## config.mk

```make
export PLATFORM = sky130hd
export DESIGN_NAME = anim_screen_sequencer
export DESIGN_NICKNAME = d
export VERILOG_FILES = /design/src/rtl/anim_screen_sequencer.sv
export SDC_FILE = /design/constraint.sdc
export NUM_CORES = 1
export LEC_CHECK = 0
export CAP_MARGIN = 30
export CORE_MARGIN = 5
export CORE_UTILIZATION = 55
export DETAILED_ROUTE_END_ITERATION = 8
export GPL_TIMING_DRIVEN = 0
export PLACE_DENSITY = 0.79
export REMOVE_ABC_BUFFERS = 1
export SLEW_MARGIN = 20
export SYNTH_ARGS = -nofsm -noshare
export SYNTH_HDL_FRONTEND = slang
export SYNTH_SLANG_ARGS = --single-unit
```

## constraint.sdc

```tcl
create_clock -name clk -period 3.85 [get_ports clk]
set_input_delay 0.385 -clock clk [delete_from_list [all_inputs] [get_ports clk]]
set_output_delay 0.385 -clock clk [all_outputs]
set_load 0.05 [all_outputs]
```

## src/rtl/anim_screen_sequencer.sv

```systemverilog
// Frame-by-frame animation sequencer: sweeps every pixel of a frame for plotting, holds, then advances.
// Define ANIM_SEQ_CLEAR_EN to insert a black clearing sweep before each frame's draw sweep.
module anim_screen_sequencer #(
  parameter int NUM_FRAMES  = 3,
  parameter int FRAME_W     = 160,
  parameter int FRAME_H     = 120,
  parameter int HOLD_CYCLES = 12500000,
  parameter int X_W         = 8,
  parameter int Y_W         = 7,
  parameter int F_W         = 2,
  parameter int A_W         = 15
) (
  input  logic           clk,
  input  logic           resetn,
  input  logic           start,
  input  logic           userCont,
  input  logic           loopMode,
  output logic [X_W-1:0] x,
  output logic [Y_W-1:0] y,
  output logic [A_W-1:0] romAddr,
  output logic [F_W-1:0] frameSel,
  output logic           plot,
  output logic           black,
  output logic           busy,
  output logic           frameStart,
  output logic           done
);

  localparam int H_W = (HOLD_CYCLES > 1) ? $clog2(HOLD_CYCLES) : 1;

  typedef enum logic [2:0] {
    S_IDLE, S_INIT, S_CLEAR, S_DRAW, S_HOLD, S_DONE
  } state_t;

  state_t         state_q, state_d;
  logic [X_W-1:0] x_q, x_d;
  logic [Y_W-1:0] y_q, y_d;
  logic [A_W-1:0] addr_q, addr_d;
  logic [F_W-1:0] fsel_q, fsel_d;
  logic [H_W-1:0] hold_q, hold_d;
  logic           pend_q, pend_d;
  logic           plot_q, plot_d;
  logic           busy_q, busy_d;
  logic           fstart_q, fstart_d;
  logic           done_q, done_d;
  logic           last_px, hold_tc, adv, zero_ctr;

  assign last_px = (x_q == X_W'(FRAME_W - 1)) && (y_q == Y_W'(FRAME_H - 1));
  assign hold_tc = (hold_q == H_W'(HOLD_CYCLES - 1));

  always_comb begin
    state_d  = state_q;
    x_d      = x_q;
    y_d      = y_q;
    addr_d   = addr_q;
    fsel_d   = fsel_q;
    hold_d   = hold_q;
    pend_d   = pend_q;
    adv      = 1'b0;
    zero_ctr = 1'b0;

    if (state_q != S_IDLE && userCont) pend_d = 1'b1;

    case (state_q)
      S_IDLE: begin
        if (start) begin
          state_d = S_INIT;
          fsel_d  = '0;
        end
      end
      S_INIT: begin
`ifdef ANIM_SEQ_CLEAR_EN
        state_d = S_CLEAR;
`else
        state_d = S_DRAW;
`endif
      end
`ifdef ANIM_SEQ_CLEAR_EN
      S_CLEAR: begin
        if (last_px) begin
          state_d  = S_DRAW;
          zero_ctr = 1'b1;
        end else begin
          adv = 1'b1;
        end
      end
`endif
      S_DRAW: begin
        if (last_px) begin
          state_d  = S_HOLD;
          zero_ctr = 1'b1;
        end else begin
          adv = 1'b1;
        end
      end
      S_HOLD: begin
        // A pending user request overrides the hold terminal count.
        if (pend_q || userCont) begin
          state_d = S_DONE;
        end else if (hold_tc) begin
          if (fsel_q < F_W'(NUM_FRAMES - 1)) begin
            fsel_d  = fsel_q + F_W'(1);
            state_d = S_INIT;
          end else if (loopMode) begin
            fsel_d  = '0;
            state_d = S_INIT;
          end else begin
            state_d = S_DONE;
          end
        end else begin
          hold_d = hold_q + H_W'(1);
        end
      end
      S_DONE: begin
        pend_d  = 1'b0;
        state_d = S_IDLE;
      end
      default: state_d = S_IDLE;
    endcase

    if (adv) begin
      addr_d = addr_q + A_W'(1);
      if (x_q == X_W'(FRAME_W - 1)) begin
        x_d = '0;
        y_d = y_q + Y_W'(1);
      end else begin
        x_d = x_q + X_W'(1);
      end
    end
    if (zero_ctr || state_d == S_INIT) begin
      x_d    = '0;
      y_d    = '0;
      addr_d = '0;
      hold_d = '0;
    end
  end

  // Strobes are decoded from the next state so they line up with the registered counters.
  always_comb begin
    plot_d   = (state_d == S_DRAW) || (state_d == S_CLEAR);
    busy_d   = (state_d != S_IDLE);
    fstart_d = (state_d == S_INIT);
    done_d   = (state_d == S_DONE);
  end

  always_ff @(posedge clk or negedge resetn) begin
    if (!resetn) begin
      state_q  <= S_IDLE;
      x_q      <= '0;
      y_q      <= '0;
      addr_q   <= '0;
      fsel_q   <= '0;
      hold_q   <= '0;
      pend_q   <= 1'b0;
      plot_q   <= 1'b0;
      busy_q   <= 1'b0;
      fstart_q <= 1'b0;
      done_q   <= 1'b0;
    end else begin
      state_q  <= state_d;
      x_q      <= x_d;
      y_q      <= y_d;
      addr_q   <= addr_d;
      fsel_q   <= fsel_d;
      hold_q   <= hold_d;
      pend_q   <= pend_d;
      plot_q   <= plot_d;
      busy_q   <= busy_d;
      fstart_q <= fstart_d;
      done_q   <= done_d;
    end
  end

`ifdef ANIM_SEQ_CLEAR_EN
  logic black_q, black_d;
  assign black_d = (state_d == S_CLEAR);
  always_ff @(posedge clk or negedge resetn) begin
    if (!resetn) black_q <= 1'b0;
    else         black_q <= black_d;
  end
  assign black = black_q;
`else
  assign black = 1'b0;
`endif

  assign x          = x_q;
  assign y          = y_q;
  assign romAddr    = addr_q;
  assign frameSel   = fsel_q;
  assign plot       = plot_q;
  assign busy       = busy_q;
  assign frameStart = fstart_q;
  assign done       = done_q;

endmodule

```

; Yosys cells after proc, flatten, opt, wreduce, memory -nomap -nowiden
; Cells that the tools add are included.
[totals]
out_inout_bits = 37
word_cells = 81
regBits = 64
input_bits = 5
[classes]
eq_ne = 17
magnitude_cmp = 1
reduce_logical = 16
n_mux = 31
n_addsub = 5
[op_table]
columns = operator, count
row1 = 24-bit two-way mux, 4
row2 = 15-bit two-way mux, 2
row3 = 24-bit by 1-bit adder with 24-bit output (second input constant), 1
row4 = 24-bit equality test (second input constant), 1
row5 = 8-bit two-way mux, 3
row6 = 7-bit two-way mux, 3
row7 = 3-bit two-way mux, 6
row8 = 15-bit by 1-bit adder with 15-bit output (second input constant), 1
row9 = 3-bit case mux with 4 select lines, 1
row10 = 2-bit two-way mux, 5
row11 = 2-bit nonzero test, 5
row12 = 3-bit by 2-bit equality test with 1-bit output (second input constant), 3
row13 = 3-bit equality test (second input constant), 3
row14 = 8-bit by 1-bit adder with 8-bit output (second input constant), 1
row15 = 8-bit equality test (second input constant), 1
row16 = 7-bit by 1-bit adder with 7-bit output (second input constant), 1
row17 = 7-bit equality test (second input constant), 1
row18 = 3-bit by 1-bit equality test with 1-bit output (second input constant), 2
row19 = 1-bit two-way mux, 6
row20 = 2-bit inequality test (second input constant), 3
row21 = 3-bit nonzero test, 2
row22 = 5-bit AND reduction, 1
row23 = 2-bit by 1-bit inequality test with 1-bit output (second input constant), 2
row24 = 2-bit case mux with 2 select lines, 1
row25 = other kinds (8), 11

; Longest topological paths before layout
; Gate-level depths: netlist of the first run.
[depth]
word_depth = 9
depth_mapped = 7
mapped_depth_nobuf = 6

; Least setup slack after synthesis of the first run
; OpenSTA, ideal clock, no wires.
[synth_timing]
kind = reg2reg
from = register x_q[0] (netlist: x[0])
to = register hold_q[18]
period_less_slack_ps = 2416
slack_ps = 1434
n_path_buf = 1
stages_incl_launch_ff = 8
required_time_ps = 3728
t_arrival_ps = 2294
setup_ps = 122
cell_sequence = dfrtp_1 -> ha_1 -> nand4_1 -> nor3_1 -> a21oi_1 -> nand2_1 -> buf_2 -> nor2_1
[synth_between]
elab_chain_len = 8
word_cells_on_any_way = 13
classes_between = 4 x eq/ne / 5 x mux / 4 x reduce/logical
[synth_lines]
columns = element, line_no
row1 = start: declaration, 36  ; logic [X_W-1:0] x_q, x_d;
row2 = start signal: assignment, 149  ; x_q <= '0;
row3 = start signal: assignment, 161  ; x_q <= x_d;
row4 = 8-bit equality test *, 48  ; assign last_px = (x_q == X_W'(FRAME_W - 1)) && (y_q == Y_W'(FRAME_H - 1));
row5 = 1-bit logical AND *, 48
row6 = 3-bit two-way mux, 89  ; if (last_px) begin
row7 = 3-bit case mux with 4 select lines, 64  ; case (state_q)
row8 = 3-bit by 1-bit equality test with 1-bit output, 130  ; if (zero_ctr || state_d == S_INIT) begin
row9 = 1-bit logical OR *, 130
row10 = 2-bit by 1-bit inequality test with 1-bit output (no source line) or 2-bit nonzero test (tied branches), --
row11 = 3-bit AND reduction (no source line), --
row12 = end signal: assignment, 165  ; hold_q <= hold_d;
row13 = end: declaration, 40  ; logic [H_W-1:0] hold_q, hold_d;
; Mark *: on every way between the ends. The rest lies on a longest branch, timed or not.
; A chain may end at the register's enable or synchronous reset.

; Worst setup path in the final report of the first run
[layout_timing]
from = register hold_q[7]
to = register addr_q[6] (netlist: romAddr[6])
[layout_between]
elab_chain_len = 7
word_cells_on_any_way = 8
classes_between = 2 x eq/ne / 4 x mux / 2 x reduce/logical
[layout_lines]
columns = element, line_no
row1 = 24-bit equality test *, 49  ; assign hold_tc = (hold_q == H_W'(HOLD_CYCLES - 1));
row2 = 3-bit two-way mux *, 100  ; end else if (hold_tc) begin
row3 = 3-bit two-way mux *, 98  ; if (pend_q || userCont) begin
row4 = 3-bit case mux with 4 select lines *, 64
row5 = 3-bit by 1-bit equality test with 1-bit output *, 130
row6 = 1-bit logical OR *, 130
row7 = 15-bit two-way mux or 2-bit nonzero test (tied branches), --
row8 = end signal: assignment, 163  ; addr_q <= addr_d;
row9 = end: declaration, 38  ; logic [A_W-1:0] addr_q, addr_d;
; Marked as above.

==> impl_metrics.py, run 1 <==
metrics = {
    "outcome": {
        "status": "finished, final reports clean",
    },
    "synthesis": {
        "synthTopCellsByArea": "dfrtp_1 (47%), nor2_1 (4.5%), xnor2_1 (4.4%)",
        "yosysUniqueCellTypes": 49,
        "synth_area_per_cell_sq_um": 9.24,
        "synth-seq-area-share_pct": 47.2,
        "ys_ff_latch": 64,
        "yosys_warnings": 0,
        "postSynthCellCount": 367,
        "synth_largest_area_cell": "dfrtp_1",
        "netlist_area_sq_mm": 0.00339,
        "synth_top_area_share_pct": 47.2,
    },
    "timing": {
        "skew_ps": 9.17,
        "slew_headroom_pct": 50.3,
        "fmax_mhz": 303,
        "fin_crit_sh_pct": 85.8,
        "setup_viol": 0,
        "hold_violations": 0,
        "fin_setup_tns_ps": 0,
        "grt_setup_unrepaired": "no",
        "slew_viol_final": 0,
        "setup_ws_ps": 548,
        "period_minus_slack_ps": 3300,
        "worst_slew_pin_slew_ps": 743,
    },
    "setup_path": {
        "crit_fanout": 35,
        "cp.required_ps": 4040,
        "crit_family": "simple AND/OR/NAND/NOR gates",
        "worstPathCellList": "or4_1 -> nor4_2 -> buf_2 -> nand4_1 -> nand2_2 -> nor2_1",
        "end_kind": "flop",
        "path_buf_inv": 1,
        "critPathMaxStageDelay_ps": 840,
        "startpoint_type": "flop",
        "criticalPathCategory": "reg2reg",
        "arrival_ps": 3490,
        "critPathSlowestCell": "nand2_2",
    },
    "power_and_ir_drop": {
        "ir_worst_vdd_v": 0.000500,
        "power.density_mw_per_mm2": 720,
        "p_leak_nw": 1.62,
    },
    "global_route": {
        "grt_overflow": 0,
        "grt_max_degree": 52,
        "grtUsageTotal_pct": 22.4,
        "grt_pass1_vias": 2911,
        "antenna_found_initial": 0,
        "grt_pass1_wl_mm": 13.6,
    },
    "hold_path": {
        "hold_path_class": "in2async",
    },
    "floorplan": {
        "die_y_um": 88.5,
        "start_util_pct": 56.9,
        "die_area_sq_mm": 0.00783,
        "core_sq_mm": 0.00596,
        "rows": 28,
        "fp.dieW_um": 88.5,
        "io_pins": 42,
    },
    "route": {
        "drt_iter0_markers": 187,
        "drc_errors": 0,
        "wl_per_cell_um": 16.0,
        "wl_mm": 7.79,
        "drt-pass1-iter-count": 4,
        "vias": 2899,
        "vias_per_cell": 5.94,
        "ant_nets": 0,
    },
    "cells_and_area": {
        "diodes": 0,
        "most-common-layout-cells": "dfrtp_1 (64), nor2_1 (41), clkdlybuf4s50_1 (39)",
        "fin_util_pct": 68.4,
        "final_common_cell": "dfrtp_1",
        "fillerInstances": 490,
        "drive_above_1_share_pct": 7.02,
        "nets": 417,
        "regArea_sq_mm": 0.00160,
        "area_delta_synth_final_pct": 20.2,
        "multiInputGateArea_sq_mm": 0.00169,
    },
    "clock_tree": {
        "postCtsHoldBufs": 1,
        "htree_num_levels": 3,
        "cts.path.max_buffers": 2,
        "ctsResizeCount": 0,
        "clkTransAtPathRegs_ps": 70,
        "clk_latency_ps": 340,
        "root_buffer": "clkbuf_8",
        "clock-sinks": 64,
        "cts_tree": "built",
        "post_cts_buffers": 0,
        "cts_made_buffers": 9,
    },
    "placed_design": {
        "dp_hpwl_mm": 5.30,
        "gp_congestion": 0.861,
        "portBuffers": 40,
        "dp_slack_ps": 155,
    },
    "job": {
        "cap_violations": 0,
    },
}
## path summary, 6_finish.rpt
| path | slack (ps) | depth (start not counted) | end | start |
|---|---|---|---|---|
| setup / recovery | 550 | 6 | romAddr[6] | hold_q[7] |
| hold / removal | 430 | 2 | hold_q[21] | resetn |
| setup reg to reg | 550 | 6 | romAddr[6] | hold_q[7] |
| hold reg to reg | 520 | 1 | frameSel[0] | frameSel[0] |
| max in group asynchronous | 2910 | 3 | hold_q[22] | resetn |
| min in group clk | 520 | 1 | frameSel[0] | frameSel[0] |
## report_power, final
part | total [mW] | leakage, nW | internal, mW | switching [mW]
Sequential | 1.07 | 0.839 | 0.849 | 0.222
Clock | 0.635 | 0.108 | 0.382 | 0.253
Combinational | 1.23 | 0.674 | 0.423 | 0.805
## metal layers
layer  share of wire [%]  track usage (%)  vias up
met2                  51             38.5       58
met4                 1.4             8.24        0
met1                  43             27.3     1423
met5                   0                0        -
met3                 3.9             5.31       11
li1                    -                -     1407
## synthesized netlist by cell type, drive strengths merged
| cell type | instances |
|---|---|
| a2111o | 1 |
| a211o | 1 |
| a211oi | 6 |
| a21o | 3 |
| a21oi | 28 |
| a311oi | 3 |
| a31oi | 3 |
| and2 | 1 |
| and3 | 5 |
| buf | 8 |
| clkbuf | 6 |
| conb | 1 |
| dfrtp | 64 |
| ha | 4 |
| inv | 7 |
| mux2i | 5 |
| nand2 | 35 |
| nand2b | 4 |
| nand3 | 29 |
| nand3b | 5 |
| nand4 | 13 |
| nand4b | 3 |
| nor2 | 41 |
| nor2b | 1 |
| nor3 | 9 |
| nor3b | 3 |
| nor4 | 5 |
| nor4b | 2 |
| o211ai | 1 |
| o21a | 1 |
| o21ai | 12 |
| o21ba | 1 |
| o2bb2ai | 1 |
| o31ai | 5 |
| or2 | 4 |
| or3 | 12 |
| or3b | 2 |
| or4 | 7 |
| xnor2 | 17 |
| xor2 | 8 |
## flip-flops by register name, indices dropped and copies added, names as in the netlist
name and flops:
state_q 3, plot 1, pend_q 1, done 1, y 7, x 8, frameStart 1, hold_q 24
romAddr 15, frameSel 2, busy 1
## metrics by stage
stage	instances	hold WS (ps)	total power [mW]	cell area, sq um
2_1_floorplan	353	89.4	1.88	3310
3_3_place_gp	468	500	2.28	3810
3_5_place_dp	470	252	2.31	3840
4_1_cts	487	424	2.95	4070
5_1_grt	488	446	3.10	4070
6_report	488	435	2.93	4070
## kinds of logic after synthesis
kind of cell	Yosys count	synth area share, %
buffers and inverters	21	3.06
other	1	0.111
AND/OR/NAND/NOR	181	28.1
flip-flops	64	47.3
XOR/XNOR	25	6.46
adder cells (fa/ha/maj)	4	1.48
multiplexers	5	1.48
AO/OA/AOI/OAI	66	12.0
## area by class of cell
type                            instances  area share [%]
Inverter                                7           0.645
Sequential cell                        64            39.3
Clock inverter                          3            1.60
Multi-Input combinational cell        282            41.4
Timing Repair Buffer                   44            11.1
Tap cell                               75            2.30
Clock buffer                           13            3.65
Note: power is estimated with default switching activity, not from simulation.
==> inputs of run 2 (changes only) <==
- clock period: 3.85 -> 3.3 ns (I/O delays scaled with it)
==> run 2 against run 1 <==
- clock skew fell by 0.85 ps
- sequential cell count did not move
- sequential share of layout area fell by 0.34 points
- critical path type unchanged
- largest power group unchanged
- utilization rose by 0.59 points
- design area rose by 0.86%
- global-route usage rose by 0.14 points
- worst hold slack got worse by 58 ps
- clock power rose by 17%
==> impl_metrics.py, run 2 (synthesis results as in run 1) <==
metrics = {
    "global_route": {
        "grt_max_degree": 52,
        "grt_overflow": 0,
        "grtUsageTotal_pct": 22.5,
        "grt_pass1_vias": 2935,
        "antenna_found_initial": 0,
        "grt_pass1_wl_mm": 13.7,
        "gr-usage-met3_pct": 5.31,
        "top_usage_layer": "met2",
        "use_met1_pct": 27.8,
        "use_met2_pct": 38.3,
    },
    "placed_design": {
        "dp_hpwl_mm": 5.30,
        "place_area_sq_mm": 0.00384,
        "dp_slack_ps": -395,
        "portBuffers": 40,
        "gp_congestion": 0.861,
        "place_inst": 470,
    },
    "setup_path": {
        "critPathSlowestCell": "nor3_1",
        "criticalPathCategory": "reg2reg",
        "end_kind": "flop",
        "crit_family": "simple AND/OR/NAND/NOR gates",
        "arrival_ps": 2990,
        "crit_fanout": 35,
        "startpoint_type": "flop",
        "critPathMaxStageDelay_ps": 680,
        "cp.required_ps": 3510,
        "path_buf_inv": 0,
        "worstPathCellList": "nand3b_1 -> nor3_1 -> a21oi_1 -> nand2_4 -> nor2_1",
    },
    "timing": {
        "fmax_mhz": 359,
        "period_minus_slack_ps": 2780,
        "hold_violations": 0,
        "fin_setup_tns_ps": 0,
        "fin_crit_sh_pct": 84.4,
        "setup_viol": 0,
        "slew_headroom_pct": 51.0,
        "worst_slew_pin_slew_ps": 735,
        "slew_viol_final": 0,
        "setup_ws_ps": 516,
        "skew_ps": 8.33,
        "grt_setup_unrepaired": "no",
    },
    "clock_tree": {
        "cts.path.max_buffers": 2,
        "clkTransAtPathRegs_ps": 70,
        "root_buffer": "clkbuf_8",
        "htree_num_levels": 3,
        "cts_made_buffers": 9,
        "clk_latency_ps": 350,
        "clock-sinks": 64,
        "cts_tree": "built",
    },
    "power_and_ir_drop": {
        "p_leak_nw": 1.64,
        "power.density_mw_per_mm2": 834,
        "ir_worst_vdd_v": 0.000585,
    },
    "cells_and_area": {
        "area_delta_synth_final_pct": 21.2,
        "nets": 421,
        "final_common_cell": "dfrtp_1",
        "fillerInstances": 491,
        "regMostFlops": "hold_q",
        "finalInstanceArea_sq_mm": 0.00411,
        "regArea_sq_mm": 0.00160,
        "drive_above_1_share_pct": 7.91,
        "multiInputGateArea_sq_mm": 0.00169,
        "diodes": 0,
        "largest_reg_flops": 24,
        "instances_no_fill": 492,
        "fin_util_pct": 69.0,
        "most-common-layout-cells": "dfrtp_1 (64), nor2_1 (41), clkdlybuf4s50_1 (39)",
    },
    "route": {
        "wl_mm": 7.82,
        "drc_errors": 0,
        "vias": 2912,
        "wl_per_cell_um": 15.9,
        "drt_iter0_markers": 150,
        "drt-pass1-iter-count": 7,
        "ant_nets": 0,
        "vias_per_cell": 5.92,
    },
    "hold_path": {
        "hold_path_class": "in2async",
    },
    "floorplan": {
        "rows": 28,
        "fp.dieW_um": 88.5,
        "die_area_sq_mm": 0.00783,
        "core_sq_mm": 0.00596,
        "io_pins": 42,
        "die_y_um": 88.5,
        "start_util_pct": 56.9,
    },
    "outcome": {
        "status": "finished, final reports clean",
    },
    "job": {
        "cap_violations": 0,
    },
}
run 2: changes by cell type in the layout (fill, tap and decap cells not counted):
cell     delta
nand2_4     +1
buf_4       +4
nand2_2     -1
run 2: area by class of cell:
cell class,instances,area share [%]
sequential,64,39.0
clock buffer,13,3.62
tap,75,2.28
multi-input combinational,282,41.2
clock inverter,3,1.58
timing repair buffer,48,11.7
inverter,7,0.639
run 2: final timing paths:
path	cells past startpoint	endpoint	startpoint	slack [ps]
max	5	hold_q[4]	state_q[2]	520
min	2	hold_q[15]	resetn	380
max reg2reg	5	hold_q[4]	state_q[2]	520
min reg2reg	1	frameSel[0]	frameSel[0]	520
max in group asynchronous	3	hold_q[22]	resetn	2420
min in group clk	1	frameSel[0]	frameSel[0]	520
run 2: power breakdown:
group          internal (mW)  switching, mW  leakage (nW)
clock                  0.446          0.297         0.108
combinational          0.494          0.937         0.691
sequential             0.991          0.260         0.839
total                   1.93           1.49          1.64
run 2: metrics by stage:
| step | hold slack [ps] | total power [mW] |
|---|---|---|
| 2_1_floorplan | 34.4 | 2.19 |
| 3_3_place_gp | 500 | 2.66 |
| 3_5_place_dp | 197 | 2.69 |
| 4_1_cts | 369 | 3.44 |
| 5_1_grt | 391 | 3.62 |
| 6_report | 377 | 3.43 |
run 2: what timing repair did:
item,4_1_cts,5_1_grt
gates resized for setup,1,0
hold buffers,1,0
setup endpoints to repair,47,0
endpoints found under the hold margin,13,0
buffers inserted,4,0
run 2: worst register-to-register path: cells and delay by family (launching register included):
kind             cells  cell delay [ps]
AND/OR/NAND/NOR      4             1760
flip-flops           1              480
AO/OA/AOI/OAI        1              400
run 2: metal layers:
metal	wire [um]	vias to the layer above
met5	0	-
met4	111	0
met3	330	12
met2	3940	65
met1	3430	1415
li1	-	1420
